==> src/rtl/fetch_unit.sv <==
// Fetch stage: one outstanding read per PC value, IR handed to decode, redirect with flush.
// Latency: request accepted in N, response in N+1, ir_valid visible from N+2; stalls on mem_req_ready / ir_ready.
// Optional WAIT timeout with sticky fetch_err when FETCH_TIMEOUT_EN is defined.
module fetch_unit #(
    parameter int ADDR_W      = 16,
    parameter int DATA_W      = 16,
    parameter int TIMEOUT_CYC = 8
) (
    input  logic              clk,
    input  logic              re_n,
    input  logic [ADDR_W-1:0] pc_in,
    output logic              pc_incre,
    output logic              pc_load_sel,
    output logic [ADDR_W-1:0] pc_load,
    output logic              mem_req_valid,
    input  logic              mem_req_ready,
    output logic [ADDR_W-1:0] mem_addr,
    input  logic              mem_rsp_valid,
    input  logic [DATA_W-1:0] mem_rsp_data,
    input  logic              redirect_valid,
    input  logic [ADDR_W-1:0] redirect_addr,
    output logic              ir_valid,
    input  logic              ir_ready,
    output logic [DATA_W-1:0] ir,
    output logic              fetch_err
);

    typedef enum logic [1:0] {S_IDLE, S_REQ, S_WAIT, S_HOLD} state_t;

    state_t            r_state;
    logic              r_pc_incre;
    logic              r_pc_load_sel;
    logic [ADDR_W-1:0] r_pc_load;
    logic              r_mem_req_valid;
    logic [ADDR_W-1:0] r_mem_addr;
    logic              r_ir_valid;
    logic [DATA_W-1:0] r_ir;
    logic              r_flush;

`ifdef FETCH_TIMEOUT_EN
    localparam int              CNT_W    = $clog2(TIMEOUT_CYC + 1);
    localparam logic [CNT_W-1:0] TMO_LAST = CNT_W'(TIMEOUT_CYC - 1);
    logic [CNT_W-1:0] r_tmo_cnt;
    logic             r_fetch_err;
`endif

    always_ff @(posedge clk or negedge re_n) begin
        if (!re_n) begin
            r_state         <= S_IDLE;
            r_pc_incre      <= 1'b0;
            r_pc_load_sel   <= 1'b0;
            r_pc_load       <= '0;
            r_mem_req_valid <= 1'b0;
            r_mem_addr      <= '0;
            r_ir_valid      <= 1'b0;
            r_ir            <= '0;
            r_flush         <= 1'b0;
`ifdef FETCH_TIMEOUT_EN
            r_tmo_cnt       <= '0;
            r_fetch_err     <= 1'b0;
`endif
        end else begin
            r_pc_incre    <= 1'b0;
            r_pc_load_sel <= 1'b0;
            if (redirect_valid) begin
                r_pc_load_sel <= 1'b1;
                r_pc_load     <= redirect_addr;
            end
            case (r_state)
                S_IDLE: begin
                    // PC updates on the edge that ends an incre/load pulse, so sample it only afterwards
                    if (!redirect_valid && !r_pc_incre && !r_pc_load_sel) begin
                        r_mem_addr      <= pc_in;
                        r_mem_req_valid <= 1'b1;
                        r_state         <= S_REQ;
                    end
                end
                S_REQ: begin
                    if (redirect_valid)
                        r_flush <= 1'b1;
                    if (mem_req_ready) begin
                        r_mem_req_valid <= 1'b0;
                        r_state         <= S_WAIT;
`ifdef FETCH_TIMEOUT_EN
                        r_tmo_cnt       <= '0;
`endif
                    end
                end
                S_WAIT: begin
                    if (mem_rsp_valid) begin
                        if (r_flush || redirect_valid) begin
                            r_flush <= 1'b0;
                            r_state <= S_IDLE;
                        end else begin
                            r_ir       <= mem_rsp_data;
                            r_ir_valid <= 1'b1;
                            r_pc_incre <= 1'b1;
                            r_state    <= S_HOLD;
                        end
                    end
`ifdef FETCH_TIMEOUT_EN
                    else if (r_tmo_cnt == TMO_LAST) begin
                        r_fetch_err <= 1'b1;
                        r_flush     <= 1'b0;
                        r_state     <= S_IDLE;
                    end
`endif
                    else begin
`ifdef FETCH_TIMEOUT_EN
                        r_tmo_cnt <= r_tmo_cnt + CNT_W'(1);
`endif
                        if (redirect_valid)
                            r_flush <= 1'b1;
                    end
                end
                S_HOLD: begin
                    if (redirect_valid || ir_ready) begin
                        r_ir_valid <= 1'b0;
                        r_state    <= S_IDLE;
                    end
                end
                default: r_state <= S_IDLE;
            endcase
        end
    end

    assign pc_incre      = r_pc_incre;
    assign pc_load_sel   = r_pc_load_sel;
    assign pc_load       = r_pc_load;
    assign mem_req_valid = r_mem_req_valid;
    assign mem_addr      = r_mem_addr;
    assign ir_valid      = r_ir_valid;
    assign ir            = r_ir;
`ifdef FETCH_TIMEOUT_EN
    assign fetch_err     = r_fetch_err;
`else
    assign fetch_err     = 1'b0;
`endif

endmodule
==> config.mk <==
export PLATFORM = sky130hd
export DESIGN_NAME = fetch_unit
export DESIGN_NICKNAME = d
export VERILOG_FILES = /design/src/rtl/fetch_unit.sv
export SDC_FILE = /design/constraint.sdc
export NUM_CORES = 1
export LEC_CHECK = 0
export ABC_AREA = 1
export CAP_MARGIN = 10
export CORE_MARGIN = 3
export CORE_UTILIZATION = 40
export CTS_BUF_LIST = sky130_fd_sc_hd__clkbuf_8
export CTS_CLUSTER_DIAMETER = 150
export DETAILED_ROUTE_END_ITERATION = 10
export PLACE_DENSITY = 0.75
export SLEW_MARGIN = 15
export SYNTH_ARGS = -nofsm -noshare
export SYNTH_HDL_FRONTEND = slang
export SYNTH_SLANG_ARGS = --single-unit
export TNS_END_PERCENT = 10
==> constraint.sdc <==
create_clock -name clk -period 1.42 [get_ports clk]
set_clock_uncertainty 0.15 [all_clocks]
set_input_delay 0.284 -clock clk [delete_from_list [all_inputs] [get_ports clk]]
set_output_delay 0.284 -clock clk [all_outputs]
set_load 0.02 [all_outputs]
==> impl_results.md <==
- Outcome: completed
- Vias per cell: 4.45
- DP Worst Slack: -222 ps
- Pleak: 1.83 nW
- Sw power: 2.17 mW
- #FFs+latches synth: 55
- Hold path depth: 2
- Met2 Track Usage GR: 29.1%
- Critical path cell sequence: inv_2, nand2_4, inv_4, nand4_4, clkbuf_16, nand2_1, nand2_1
- Final Hold Fails: 0
- Total grt overflow: 0
- Most common cell in the netlist: nand2_1
- CP Data Required Time: 1470 ps
- Final worst-path setup slack: 22.7 ps
- EDFF count, synth: 0
- Core area: 0.00520 mm²
- H-tree level count: 2
- Int Power: 3.51 mW
- Initial DRC count: 106
- Drt drc: 0
- Worst R2R End: ir[8]
- GRT Util Overall: 17.5%
- Synth area leader: dfrtp_1
- Post-DRT Antenna Nets: 0
- Worst Setup End Kind: flip-flop
- Peak supply drop: 772 µV
- Sequential element share of the synthesized area: 62.6%
- Cell Rows: 26
- CTS sink count: 55
- Crit-path slowest cell: dfrtp_2
- Routed vias: 1941
- Die height: 80.1 µm
- Die X-Extent: 80.1 µm
- Arrival time at the worst endpoint: 1450 ps
- Post-DR wirelength/cell: 13.0 µm
- Minimum clock period: 1400 ps
- Power per cell area: 1650 mW/mm²
- Global-route wire length before repair: 8.81 mm
- Power, Total: 5.68 mW
- Max-cap viol count: 0
- Largest net degree at the start of global routing: 56
- RSZ-0062 raised after global routing: true
- Layout cell share with drive strength beyond 1: 24.6%
- Initial Utilization: 42.2%
- Logic pwr share: 41.5%
- Hold EP: pc_load[4]
- Hold/Removal Path Class: reg -> reg
- Reg power frac: 42.4%
- Slew Limit Fails: 0
- Met3 Track Usage GR: 5.04%
- Syn Nets: 304
- Syn Inst Count: 250
- DP Wirelength: 4.00 mm
- Final setup viols: 0
- Critical path class: reg -> reg
- # IOs: 107
- Synth Cell Area: 0.00220 mm²
- Met1 Resource Use GR: 22.2%
- Worst hold start: pc_load[4]
- Synth area leaders: dfrtp_1 63%, nand2_1 21%, o21ai_0 4.6%, inv_1 4.3%, buf_6 1.0%
- Worst skew pair latency: 300 ps
- Ys flop type: dfrtp_1
- Worst-path fanout max: 8
- Die ar.: 0.00642 mm²
- Final period util: 98.4%
- Switching part of the total power: 38.3%
- Syn_area_per_cell: 8.79 µm²
- Area grow syn2layout: 56.2%
- FFs w/ async S/R, synth: 100%
- Final nets: 419
- Most used cell, CP: nand2_1
- R2R Setup Slk: 20 ps
- Clock buffer depth: 2
- Antenna violations before repair: 0
- Yosys top cell area share: 62.6%
- R2R cell count: 7
- YS warnings: 0
- Clock buffer count from CTS: 5
- RR Startpoint: r_state[0]
- Initial DRT Pass Iterations: 4
- GRT busiest layer: met2
- CP max stage delay: 440 ps
- Antenna cells: 0
- Worst setup SP type: flip-flop
- Routed WL: 5.66 mm
- Clock power share: 16.1%
- CTS tree: built
- Fmax: 716 MHz
- Unique masters post-synth: 20
- Root Buffer: clkbuf_8
- Vias in the first global route: 1875
- Commonest cells in the netlist: 122 x nand2_1, 55 x dfrtp_1, 25 x inv_1
- # port buffers: 105
- Routability Congestion: 0.774
- Clock transition at path regs: 90 ps
area by class of cell:
class | instances | area, µm²
inverters | 28 | 113
well taps | 70 | 87.6
clock inverters | 1 | 3.75
clock buffers | 7 | 96.3
flip-flops and latches | 55 | 1380
fillers | 473 | 1770
multi-input cells | 158 | 689
repair buffers | 117 | 1060
metal layers:
metal | wire length, µm | part of all wire, %
met2 | 2870 | 51
met5 | 0 | 0
met1 | 2390 | 42
met3 | 327 | 5.8
met4 | 72 | 1.3
cell families after synthesis:
kind of cell,count (synthesis),share of synthesized area [%]
flops,55,62.6
buf+inv,37,7.46
other cells,1,0.171
simple gates,134,24.4
compound gates,23,5.35
sequential cells by signal, indices dropped and copies added, names as in the netlist:
| register | count |
|---|---|
| ir_valid | 1 |
| r_flush | 1 |
| pc_incre | 1 |
| mem_addr | 16 |
| r_state | 2 |
| pc_load | 16 |
| pc_load_sel | 1 |
| mem_req_valid | 1 |
| ir | 16 |
power by group through the flow:
stage | logic (mW) | clock network (mW) | registers, mW
floorplan | 0.658 | 0 | 2.97
global placement | 2.55 | 0 | 2.39
detailed placement | 2.59 | 0 | 2.41
CTS | 2.44 | 0.941 | 2.39
global route | 2.58 | 1.01 | 2.47
finish | 2.36 | 0.914 | 2.41
worst max-delay path by stage:
| stage | start | endpoint | slack, ps |
|---|---|---|---|
| 5_1_grt | r_state[0] | ir[2] | -60 |
| 3_3_place_gp | redirect_valid | r_state[0] | -190 |
| 4_1_cts | ir[8] | ir[8] | -9 |
| 2_1_floorplan | r_state[0] | ir[0] | 110 |
| 3_5_place_dp | redirect_valid | r_state[1] | -220 |
| 6_report | r_state[0] | ir[8] | 20 |
repair_timing:
action | CTS | global route
cloned | 0 | 2
pin swaps | 0 | 3
setup endpoints to repair | 52 | 58
gates resized for setup | 148 | 50
setup buffers | 0 | 2
hold buffers | 1 | 0
hold endpoints to repair | 55 | 0
cells in the final DEF, fill, tap and decap left out, types with 2 or more instances in the layout:
master | netlist | layout
nand2_2 | 1 | 7
o21ai_0 | 20 | 20
clkdlybuf4s15_2 | 0 | 18
clkdlybuf4s50_1 | 0 | 52
buf_2 | 3 | 27
buf_4 | 1 | 6
nand3_1 | 3 | 3
nor2_1 | 5 | 3
nor2_2 | 1 | 2
nand2_1 | 122 | 115
buf_12 | 0 | 3
inv_2 | 2 | 2
dfrtp_2 | 0 | 2
clkbuf_8 | 0 | 7
inv_1 | 25 | 25
clkbuf_16 | 0 | 2
dfrtp_1 | 55 | 53
clkbuf_2 | 0 | 8
stage by stage:
stage	utilization, %	std cells	hold slack [ps]	TNS (ps)	instance area, µm²
floorplan	-	250	-162	0	2200
global placement	64.6	423	156	-6840	3360
detailed placement	64.6	423	159	-8110	3360
CTS	67.8	432	330	-8.92	3530
global route	65.9	436	346	-773	3430
finish	65.9	436	323	0	3430
critical path, delay by kind of cell (launching register included):
kind | cells | cell delay (ps)
buffers and inverters | 3 | 380
AND/OR/NAND/NOR | 4 | 340
flip-flops | 1 | 440
(Power assumes the default switching activity.)
